[src/rtl/uart_pkg.sv]
// Shared UART definitions: receiver FSM states, frame-format defaults and the
// baud-tick divisor used by the baud-rate generator.
package uart_pkg;

   localparam int OVERSAMPLE_DEF = 16;
   localparam int DATA_BITS_DEF  = 8;
   localparam int CLK_HZ         = 100_000_000;
   localparam int BAUD_RATE      = 9600;

   // Clock cycles between br_tick pulses; 100 MHz / (9600 * 16) rounds to 651
   localparam int BAUD_TICK_DIV  = CLK_HZ / (BAUD_RATE * OVERSAMPLE_DEF);

   typedef enum logic [1:0] {
      IDLE  = 2'd0,
      START = 2'd1,
      DATA  = 2'd2,
      STOP  = 2'd3
   } rxState_e;

endpackage

[src/rtl/sync_2ff.sv]
// Two-flop synchroniser for a single asynchronous level. Both flops reset to
// RESET_VAL, so an idle-high line does not look like an edge after reset.
module sync_2ff #(
   parameter logic RESET_VAL = 1'b1
) (
   input  logic clk_i,
   input  logic reset_i,
   input  logic d_i,
   output logic q_o
);

   logic meta_q;
   logic sync_q;

   always_ff @(posedge clk_i) begin
      if (reset_i) begin
         meta_q <= RESET_VAL;
         sync_q <= RESET_VAL;
      end else begin
         meta_q <= d_i;
         sync_q <= meta_q;
      end
   end

   assign q_o = sync_q;

endmodule

[src/rtl/uart_receiver.sv]
// 8N1-style UART receiver. It oversamples the synchronised line with br_tick,
// validates the start bit at its centre, and samples the data and stop bits at their centres.
module uart_receiver
   import uart_pkg::*;
#(
   parameter int OVERSAMPLE = OVERSAMPLE_DEF,
   parameter int DATA_BITS  = DATA_BITS_DEF
) (
   input  logic                 clk_i,
   input  logic                 reset_i,
   input  logic                 br_tick_i,
   input  logic                 rx_i,
   output logic [DATA_BITS-1:0] rx_data_o,
   output logic                 rx_done_o,
   output logic                 frame_err_o,
   output logic                 rx_busy_o
);

   localparam int TW = $clog2(OVERSAMPLE);
   localparam int BW = (DATA_BITS > 1) ? $clog2(DATA_BITS) : 1;

   localparam logic [TW-1:0] TICK_MID  = TW'(OVERSAMPLE / 2 - 1);
   localparam logic [TW-1:0] TICK_LAST = TW'(OVERSAMPLE - 1);
   localparam logic [BW-1:0] BIT_LAST  = BW'(DATA_BITS - 1);

   rxState_e             state_q,    state_d;
   logic [TW-1:0]        tickCnt_q,  tickCnt_d;
   logic [BW-1:0]        bitCnt_q,   bitCnt_d;
   logic [DATA_BITS-1:0] shift_q,    shift_d;
   logic [DATA_BITS-1:0] rxData_q,   rxData_d;
   logic                 rxDone_q,   rxDone_d;
   logic                 frameErr_q, frameErr_d;
   logic                 rxSync;

   sync_2ff #(
      .RESET_VAL (1'b1)
   ) u_rxSync (
      .clk_i   (clk_i),
      .reset_i (reset_i),
      .d_i     (rx_i),
      .q_o     (rxSync)
   );

   always_ff @(posedge clk_i) begin
      if (reset_i) begin
         state_q    <= IDLE;
         tickCnt_q  <= '0;
         bitCnt_q   <= '0;
         shift_q    <= '0;
         rxData_q   <= '0;
         rxDone_q   <= 1'b0;
         frameErr_q <= 1'b0;
      end else begin
         state_q    <= state_d;
         tickCnt_q  <= tickCnt_d;
         bitCnt_q   <= bitCnt_d;
         shift_q    <= shift_d;
         rxData_q   <= rxData_d;
         rxDone_q   <= rxDone_d;
         frameErr_q <= frameErr_d;
      end
   end

   // IDLE reacts to the line immediately; every other state advances only on br_tick.
   always_comb begin
      state_d    = state_q;
      tickCnt_d  = tickCnt_q;
      bitCnt_d   = bitCnt_q;
      shift_d    = shift_q;
      rxData_d   = rxData_q;
      rxDone_d   = 1'b0;
      frameErr_d = frameErr_q;

      case (state_q)
         IDLE: begin
            if (!rxSync) begin
               state_d   = START;
               tickCnt_d = '0;
            end
         end

         START: begin
            if (br_tick_i) begin
               if (tickCnt_q == TICK_MID) begin
                  tickCnt_d = '0;
                  if (!rxSync) begin
                     state_d  = DATA;
                     bitCnt_d = '0;
                  end else begin
                     state_d = IDLE;
                  end
               end else begin
                  tickCnt_d = tickCnt_q + 1'b1;
               end
            end
         end

         DATA: begin
            if (br_tick_i) begin
               if (tickCnt_q == TICK_LAST) begin
                  tickCnt_d = '0;
                  shift_d   = {rxSync, shift_q[DATA_BITS-1:1]};
                  if (bitCnt_q == BIT_LAST) begin
                     state_d = STOP;
                  end else begin
                     bitCnt_d = bitCnt_q + 1'b1;
                  end
               end else begin
                  tickCnt_d = tickCnt_q + 1'b1;
               end
            end
         end

         STOP: begin
            if (br_tick_i) begin
               if (tickCnt_q == TICK_LAST) begin
                  // Leaving at mid stop bit lets a back-to-back start edge be caught.
                  state_d    = IDLE;
                  tickCnt_d  = '0;
                  rxData_d   = shift_q;
                  rxDone_d   = 1'b1;
                  frameErr_d = ~rxSync;
               end else begin
                  tickCnt_d = tickCnt_q + 1'b1;
               end
            end
         end

         default: begin
            state_d = IDLE;
         end
      endcase
   end

   assign rx_data_o   = rxData_q;
   assign rx_done_o   = rxDone_q;
   assign frame_err_o = frameErr_q;
   assign rx_busy_o   = (state_q != IDLE);

endmodule
[config.mk]
export PLATFORM = sky130hd
export DESIGN_NAME = uart_receiver
export DESIGN_NICKNAME = d
export VERILOG_FILES = /design/src/rtl/uart_pkg.sv /design/src/rtl/sync_2ff.sv /design/src/rtl/uart_receiver.sv
export SDC_FILE = /design/constraint.sdc
export NUM_CORES = 1
export LEC_CHECK = 0
export ABC_AREA = 0
export ABC_CLOCK_PERIOD_IN_PS = 2700
export BUFFER_PORTS_ARGS = -buffer_cell sky130_fd_sc_hd__buf_2
export CAP_MARGIN = 10
export CORE_MARGIN = 3
export CORE_UTILIZATION = 50
export CTS_CLUSTER_DIAMETER = 50
export DETAILED_ROUTE_END_ITERATION = 10
export PLACE_DENSITY = 0.69
export SLEW_MARGIN = 10
export SYNTH_ARGS = -nofsm -noshare
export SYNTH_HDL_FRONTEND = slang
export SYNTH_SLANG_ARGS = --single-unit
[constraint.sdc]
create_clock -name clk_i -period 2.7 [get_ports clk_i]
set_input_delay 0.135 -clock clk_i [delete_from_list [all_inputs] [get_ports clk_i]]
set_output_delay 0.135 -clock clk_i [all_outputs]
set_load 0.05 [all_outputs]
# ---- Yosys cells after proc, flatten, opt, wreduce, memory -nomap -nowiden
# Index checks and enable logic that the tools add are counted.
dict set report word_totals {
  output_inout_bits 11
  ff_bits 29
  wordCells 65
}
dict set report op_classes {
  bitwise_logic 3
  n_eq_ne 17
  muxes 24
  addsub 2
  n_reduce_logical 10
}
# op count
set ops {}
lappend ops {{4-bit two-way mux} 5}
lappend ops {{2-bit != test, second input constant} 10}
lappend ops {{2-bit two-way mux} 9}
lappend ops {{3-bit two-way mux} 6}
lappend ops {{4-bit one-hot mux with 3 select lines} 1}
lappend ops {{3-bit AND reduction} 3}
lappend ops {{2-bit one-hot mux with 4 select lines} 1}
lappend ops {{8-bit AND reduction} 1}
lappend ops {{7-bit AND reduction} 1}
lappend ops {{3-bit one-hot mux with 2 select lines} 1}
lappend ops {{4-bit by 1-bit adder with 4-bit output, second input constant} 1}
lappend ops {{2-bit == test, second input constant} 2}
lappend ops {{4-bit by 3-bit == test with 1-bit output, second input constant} 1}
lappend ops {{4-bit == test, second input constant} 1}
lappend ops {{2-bit nonzero test} 2}
lappend ops {{3-bit by 1-bit adder with 3-bit output, second input constant} 1}
lappend ops {{3-bit == test, second input constant} 1}
lappend ops {{1-bit NOT} 3}
lappend ops {{3-bit OR reduction} 1}
lappend ops {{2-bit by 1-bit == test with 1-bit output, second input constant} 1}
lappend ops {{2-bit zero test} 1}
lappend ops {{2-bit by 1-bit != test with 1-bit output, second input constant} 1}
lappend ops {{2-bit OR reduction} 1}
lappend ops {{1-bit two-way mux} 1}

# ---- Longest topological paths before layout
# Gate-level depths: netlist of the first run.
dict set report logic_depth {
  word_depth 5
  mapped_depth 6
}

# ---- Modules after synthesis
# A second synthesis of the first run with hierarchy kept.
dict set report hier_totals {
  hier_cells 157
  hier_area_um2 1388.8
}
# module instances cells_each area_each_um2
set by_module_without_submodules {}
lappend by_module_without_submodules {uart_receiver 1 153 1336.3}
lappend by_module_without_submodules {sync_2ff 1 4 52.6}

# ---- Worst setup path before layout of the first run
# OpenSTA, ideal clock, no wires.
dict set report synth_path {
  kind {register -> register}
  from {register tickCnt_q[0]}
  to {register rxData_q[7], in the netlist rx_data_o[7]}
  path_slack_ns 1.259
  t_arrival_ns 1.313
  path_buffers 0
  period_less_slack_ns 1.441
  stages_incl_launch_ff 6
  cell_sequence {dfxtp_1 -> ha_1 -> nand4_1 -> nor2_4 -> mux2i_1 -> nor2_1}
}
dict set report synth_between {
  elab_chain_cells 2
}
# element line_no
set synth_rtl {}
lappend synth_rtl {{start: declaration} uart_receiver.sv:27} ;# logic [TW-1:0] tickCnt_q, tickCnt_d;
lappend synth_rtl {{start signal: assignment} uart_receiver.sv:55} ;# tickCnt_q <= tickCnt_d;
lappend synth_rtl {{4-bit == test} uart_receiver.sv:116} ;# if (tickCnt_q == TICK_LAST) begin
lappend synth_rtl {{3-bit AND reduction (no source line)} -}
lappend synth_rtl {{end signal: assignment} uart_receiver.sv:58} ;# rxData_q <= rxData_d;
lappend synth_rtl {{end: declaration} uart_receiver.sv:30} ;# logic [DATA_BITS-1:0] rxData_q, rxData_d;
# No other way between the ends.
# A chain may end at the register's enable or synchronous reset.

# ---- Final worst setup path of the first run
dict set report layout_path {
  from {register tickCnt_q[0]}
  to {register rxData_q[2], in the netlist rx_data_o[2]}
}
# The elaborated chain is that of the path after synthesis.

==> metrics.yaml, run 1 <==
status: "finished, final reports clean"
path_clk_slew_ns: 0.08
powerDensity_nw_per_um2: 514.3
synth.top_cell.area_share_pct: 47.40
rsz0062_at_grt: "false"
critPathTopFamily: "simple AND/OR/NAND/NOR gates"
num_rows: 17
most-common-layout-cells: "dfxtp_1 (29), nor2_1 (23), mux2i_1 (17)"
fillers: 198
power.switching_w: 0.0001611
grt_pass1_wl_um: 3719
maxCapViolations: 0
path_cells: "ha_1, nand4_1, nor2_4, mux2i_1, nor2_1"
grt_overflow: 0
seq_power_share_pct: 62.8
cp_max_fo: 10
grt_pass1_vias: 873
holdPathStages: 3
post-route-period-util_pct: 62.55
gp_congestion: 0.6976
cp.required_ns: 2.89
diodes: 0
peakVddDrop_mv: 0.4162
synth_area_leaders: "dfxtp_1 (47%), mux2i_1 (14%), nor2_1 (7.0%), ha_1 (3.1%), nand2_1 (2.1%)"
fmaxAchievable_mhz: 592.1
die_w_um: 55.50
area_delta_synth_final_pct: 9.602
start_util_pct: 53.82
grt_use_total_pct: 15.37
p_comb_share_pct: 4.0
vias: 910
cts.sinks: 29
drive_gt1_share_pct: 17.61
drt_pass1_iterations: 4
nets: 150
avgRoutedWirePerCell_um: 12.45
finish.utilization_pct: 58.99
portBuffers: 14
r2r_cells: 5
core_um2: 2276
maxSlewHeadroom_pct: 66.68
cts_tree: "done"
yosys.area.top_type: "dfxtp_1"
leakagePower_nw: 0.5182
pwr-share-clk_pct: 33.1
syn_area_um2: 1225
final_antenna_net_count: 0
cts_buffer_depth: 2
cp_num_buf_inv: 0
worstHoldEndpoint: "tickCnt_q[2]"
syn_inst: 128
final_common_cell: "dfxtp_1"
drc_errors: 0
clock-skew-final_ns: 0.007358
wl_um: 2116
yosysWarnings: 0
min_period_ns: 1.689
die_y_um: 55.50
routed_via_density: 5.353
hold_violations: 0
cp.arrival_ns: 1.88
dieArea_um2: 3080
crit_type: "reg2reg"
swShare_pct: 23.33
worstMarginPinSlew_ns: 0.4998
hpwlAfterDp_um: 1455
htreeDepth: 2
worstReg2RegStart: "tickCnt_q[0]"
grt_max_degree: 30
numCtsBuffers: 5
crit_slowest_cell: "dfxtp_1"
rr_endpoint: "rx_data_o[2]"
cts_root_buf: "clkbuf_4"
clock_latency_ns: 0.32
syn_avg_cell_area_um2: 9.570
critical_path.startpoint_type: "flop"
internal_power_w: 0.0005293
antenna_found_initial: 0
synth.ff_latch_count: 29
drt-initial-drc-count: 22
min_from: "br_tick_i"
synthDistinctLibCells: 33
critPathMaxStageDelay_ns: 0.38
synth_fp_nets: 135
final_max_slew_viol_count: 0
pin_count: 15
totalNegativeSetupSlack_ns: 0
yosysSeqAreaShare_pct: 47.40
reg2reg_slack_ns: 1.01
holdCritPathClass: "in2reg"
cp-end-kind: "flop"
post-cts-setup-buffers: 0
setup_violations: 0
[state kept, by name, summed over array words and instances, names as in the netlist, named ones only]
name / flops
u_rxSync.q_o: 1
state_q: 1
u_rxSync.meta_q: 1
rx_done_o: 1
bitCnt_q: 3
frame_err_o: 1
rx_data_o: 8
shift_q: 8
tickCnt_q: 4
[cells in the mapped netlist]
cell and number:
dfxtp_1 29, nor2_1 23, mux2i_1 17, nand2_1 7
a21oi_1 5, nor3_1 4, a211oi_1 3, clkbuf_1 3
ha_1 3, o21ai_0 3, buf_2 2, buf_4 2
inv_1 2, nand3_1 2, nand4_1 2, nor2_4 2
nor3b_1 2, or2_2 2, a21o_1 1, a31oi_1 1
a32oi_1 1, and3_1 1, buf_6 1, nand2b_1 1
nand3b_1 1, nand4b_1 1, o211a_1 1, o21bai_1 1
o31a_1 1, or3_1 1, or4b_1 1, or4bb_1 1
xor2_1 1
[timing repair]
item / in CTS / in global routing
setup endpoints to repair: 0 / 0
resized for setup: 0 / 0
hold endpoints to repair: 1 / 0
hold buffers: 1 / 0
[worst register-to-register path, delay by kind of cell, from the launching register on]
kind	cells	cell delay, ns
adder cells (fa/ha/maj)	1	0.25
flip-flops	1	0.38
multiplexers	1	0.24
AND/OR/NAND/NOR	3	0.70
[kinds of logic after synthesis]
group                    Yosys count  synth area share (%)
XOR/XNOR                           1                0.7151
multiplexers                      17                 13.89
AND/OR/NAND/NOR                   51                 21.35
flip-flops                        29                 47.40
adder cells (fa/ha/maj)            3                 3.065
buffers and inverters             10                 4.494
AO/OA/AOI/OAI                     17                 9.091
[through the flow]
stage | total power (W) | cell area, um2 | worst slack, ns | hold slack [ns] | cells
floorplan | 0.0004652 | 1225 | 1.259 | 0.2388 | 128
global placement | 0.0004701 | 1290 | 1.115 | 0.3207 | 163
detailed placement | 0.0004708 | 1290 | 1.015 | 0.3235 | 163
CTS | 0.0007003 | 1343 | 1.002 | 0.1931 | 170
global route | 0.0007190 | 1343 | 0.8484 | 0.1959 | 170
finish | 0.0006904 | 1343 | 1.011 | 0.2096 | 170
[worst max path at each step]
| stage | from | end | cells after the start | slack, ns |
|---|---|---|---|---|
| 2_1_floorplan | tickCnt_q[0] | rx_data_o[7] | 5 | 1.26 |
| 3_3_place_gp | tickCnt_q[0] | rx_data_o[1] | 5 | 1.12 |
| 3_5_place_dp | tickCnt_q[0] | rx_data_o[4] | 5 | 1.02 |
| 4_1_cts | tickCnt_q[0] | rx_data_o[4] | 5 | 1.00 |
| 5_1_grt | tickCnt_q[1] | bitCnt_q[0] | 5 | 0.85 |
| 6_report | tickCnt_q[0] | rx_data_o[2] | 5 | 1.01 |
[routing by layer]
metal / track usage, % / up-vias / part of all wire (%)
met3: 6.542 / 5 / 5.2
li1: - / 472 / -
met1: 17.34 / 416 / 45
met2: 24.83 / 17 / 48
met4: 7.292 / 0 / 2.0
met5: 0 / - / 0
[power by group through the flow]
stage          registers (W)   logic, W  clock network (W)
3_5_place_dp        0.000444  0.0000268                  0
3_3_place_gp        0.000444  0.0000264                  0
2_1_floorplan       0.000441  0.0000239                  0
6_report            0.000434  0.0000278           0.000229
4_1_cts             0.000434  0.0000280           0.000238
5_1_grt             0.000434  0.0000304           0.000254
[area by class of cell]
cell class	count	area (um2)	share of cell area, %
well taps	28	35.03	2.610
multi-input cells	89	589.3	43.90
clock buffers	5	37.54	2.796
repair buffers	16	87.58	6.524
clock inverters	1	5.005	0.3728
flip-flops and latches	29	580.6	43.24
inverters	2	7.507	0.5592
Note: power is estimated with default switching activity, not from simulation.
==> run 2: changes to the inputs <==
--- a/config.mk
+++ b/config.mk
@@ -6,14 +6,14 @@
 export NUM_CORES = 1
 export LEC_CHECK = 0
 export ABC_AREA = 0
-export ABC_CLOCK_PERIOD_IN_PS = 2700
+export ABC_CLOCK_PERIOD_IN_PS = 1500
 export BUFFER_PORTS_ARGS = -buffer_cell sky130_fd_sc_hd__buf_2
 export CAP_MARGIN = 10
 export CORE_MARGIN = 3
 export CORE_UTILIZATION = 50
 export CTS_CLUSTER_DIAMETER = 50
 export DETAILED_ROUTE_END_ITERATION = 10
-export PLACE_DENSITY = 0.69
+export PLACE_DENSITY = 0.72
 export SLEW_MARGIN = 10
 export SYNTH_ARGS = -nofsm -noshare
 export SYNTH_HDL_FRONTEND = slang
==> constraint.sdc (replaced) <==
create_clock -name clk_i -period 1.5 [get_ports clk_i]
set_input_delay 0.075 -clock clk_i [delete_from_list [all_inputs] [get_ports clk_i]]
set_output_delay 0.075 -clock clk_i [all_outputs]
set_load 0.05 [all_outputs]
==> run 2 against run 1 <==
Effect of this change: die area unchanged; combinational power grew 120%; register-to-register slack worse by 0.99 ns; fmax is 14% higher; setup slack worse by 0.99 ns; hold slack got worse by 0.060 ns; global-route usage rose by 1.2 points; cell count up 7.1%.
==> metrics.yaml, run 2 (same netlist as run 1, synthesis figures left out) <==
powerDensity_nw_per_um2: 882.5  # +72%
post-route-period-util_pct: 98.72  # +36 points
fillers: 199  # +0.51%
die_w_um: 55.50  # unchanged
top_layer: "met4"
register_area_um2: 586.8  # +1.1%
holdPathStages: 3  # unchanged
routedLengthMet1_um: 1068  # +13%
drc_errors: 0  # unchanged
area_delta_synth_final_pct: 22.68
core_um2: 2276  # unchanged
place_ws_ns: -0.03310  # -1.048 ns
maxSlewHeadroom_pct: 67.23  # +0.55 points
met2_length_um: 1085  # +6.7%
drt-initial-drc-count: 11  # -50%
final_max_slew_viol_count: 0  # unchanged
antenna_found_initial: 0  # unchanged
clock_latency_ns: 0.33  # about the same
design_area_um2: 1503  # +12%
setup_slack_ns: 0.01924  # -0.9920 ns
grt_max_degree: 30  # unchanged
worstMarginPinSlew_ns: 0.4915  # -0.008317 ns
peakVddDrop_mv: 0.7463  # +79%
grt_overflow: 0  # unchanged
vias: 973  # +6.9%
grt_pass1_wl_um: 3939  # +5.9%
drt_pass1_iterations: 4  # unchanged
most-common-layout-cells: "dfxtp_1 (24), nor2_1 (22), mux2i_1 (17)"
routed_via_density: 5.346  # -0.13%
hpwlAfterDp_um: 1553  # +6.7%
cts_root_buf: "clkbuf_4"
final_common_cell: "dfxtp_1"
clock-skew-final_ns: 0.008649  # +0.001292 ns
drive_gt1_share_pct: 32.47  # +15 points
holdWs_ns: 0.1500  # -0.05962 ns
final_antenna_net_count: 0  # unchanged
setup_violations: 0  # unchanged
die_y_um: 55.50  # unchanged
num_rows: 17  # unchanged
critical_path.startpoint_type: "flop"
fin_total_pwr_w: 0.001326  # +92%
crit_type: "reg2reg"
cp.arrival_ns: 1.68  # -0.20 ns
pin_count: 15  # unchanged
cts.sinks: 29  # unchanged
finish.utilization_pct: 66.03  # +7.0 points
min_period_ns: 1.481  # -0.2080 ns
maxCapViolations: 0  # unchanged
numCtsBuffers: 5  # unchanged
multi_input_area_um2: 631.9  # +7.2%
fmaxAchievable_mhz: 675.3  # +14%
holdCritPathClass: "in2reg"
grt_use_total_pct: 16.54  # +1.2 points
r2r_cells: 6  # +1
wl_met3_um: 106  # -4.5%
grt_pass1_vias: 873  # unchanged
cts_buffer_depth: 2  # unchanged
gp_congestion: 0.7429  # +6.5%
cp.required_ns: 1.70  # -1.19 ns
cp_max_fo: 10  # unchanged
status: "finished, final reports clean"
start_util_pct: 53.82  # unchanged
path_clk_slew_ns: 0.09  # about the same
cp-end-kind: "flop"
placed_cell_area_um2: 1363  # +5.6%
diodes: 0  # unchanged
wl_um: 2318  # +9.5%
nets: 161  # +7.3%
dieArea_um2: 3080  # unchanged
htreeDepth: 2  # unchanged
leakagePower_nw: 0.5757  # +11%
portBuffers: 14  # unchanged
avgRoutedWirePerCell_um: 12.74  # +2.3%
rsz0062_at_grt: "true"
hold_violations: 0  # unchanged
cts_tree: "done"
run 2: power breakdown:
part	leakage (nW)	total, W	internal [W]	switching (W)
Combinational	0.309	0.0000617	0.0000220	0.0000397
Clock	0.0303	0.000485	0.000219	0.000266
Sequential	0.237	0.000780	0.000775	0.00000526
Total	0.576	0.00133	0.00102	0.000310
run 2: path summary, 6_finish.rpt:
check | startpoint | end | slack [ns]
worst max-delay path | tickCnt_q[1] | rx_data_o[5] | 0.02
worst min-delay path | br_tick_i | tickCnt_q[2] | 0.15
worst max register to register | tickCnt_q[1] | rx_data_o[5] | 0.02
worst min register to register | u_rxSync.meta_q | u_rxSync.q_o | 0.43
run 2: final cells by class:
type                    count  share of cell area, %
flip-flops and latches     29                  39.05
repair buffers             27                  12.16
multi-input cells          89                  42.05
well taps                  28                  2.331
clock inverters             1                 0.4996
clock buffers               6                  3.414
inverters                   2                 0.4996
run 2: worst max-delay path: stages (launching register included):
cell     delay, ns
dfxtp_2       0.37
ha_4          0.16
nand4_1       0.23
nor2_4        0.20
buf_12        0.15
mux2i_1       0.20
nor2_1        0.05
run 2: what timing repair did:
action	4_1_cts	5_1_grt
cloned	0	0
pin swaps	2	5
setup buffers	1	2
endpoints found under the hold margin	1	0
endpoints found under the setup margin	15	22
gates resized for setup	3	13
hold buffers	1	0
run 2: metal layers:
metal / vias to the layer above / global-route usage [%]
met2: 15 / 23.65
met1: 456 / 21.10
met4: 0 / 9.375
li1: 496 / -
met3: 6 / 6.308
met5: - / 0
run 2: per-stage QoR:
stage          std cells  setup TNS (ns)
2_1_floorplan        128               0
3_3_place_gp         171               0
3_5_place_dp         171         -0.1065
4_1_cts              180        -0.01113
5_1_grt              182         -0.9470
6_report             182               0
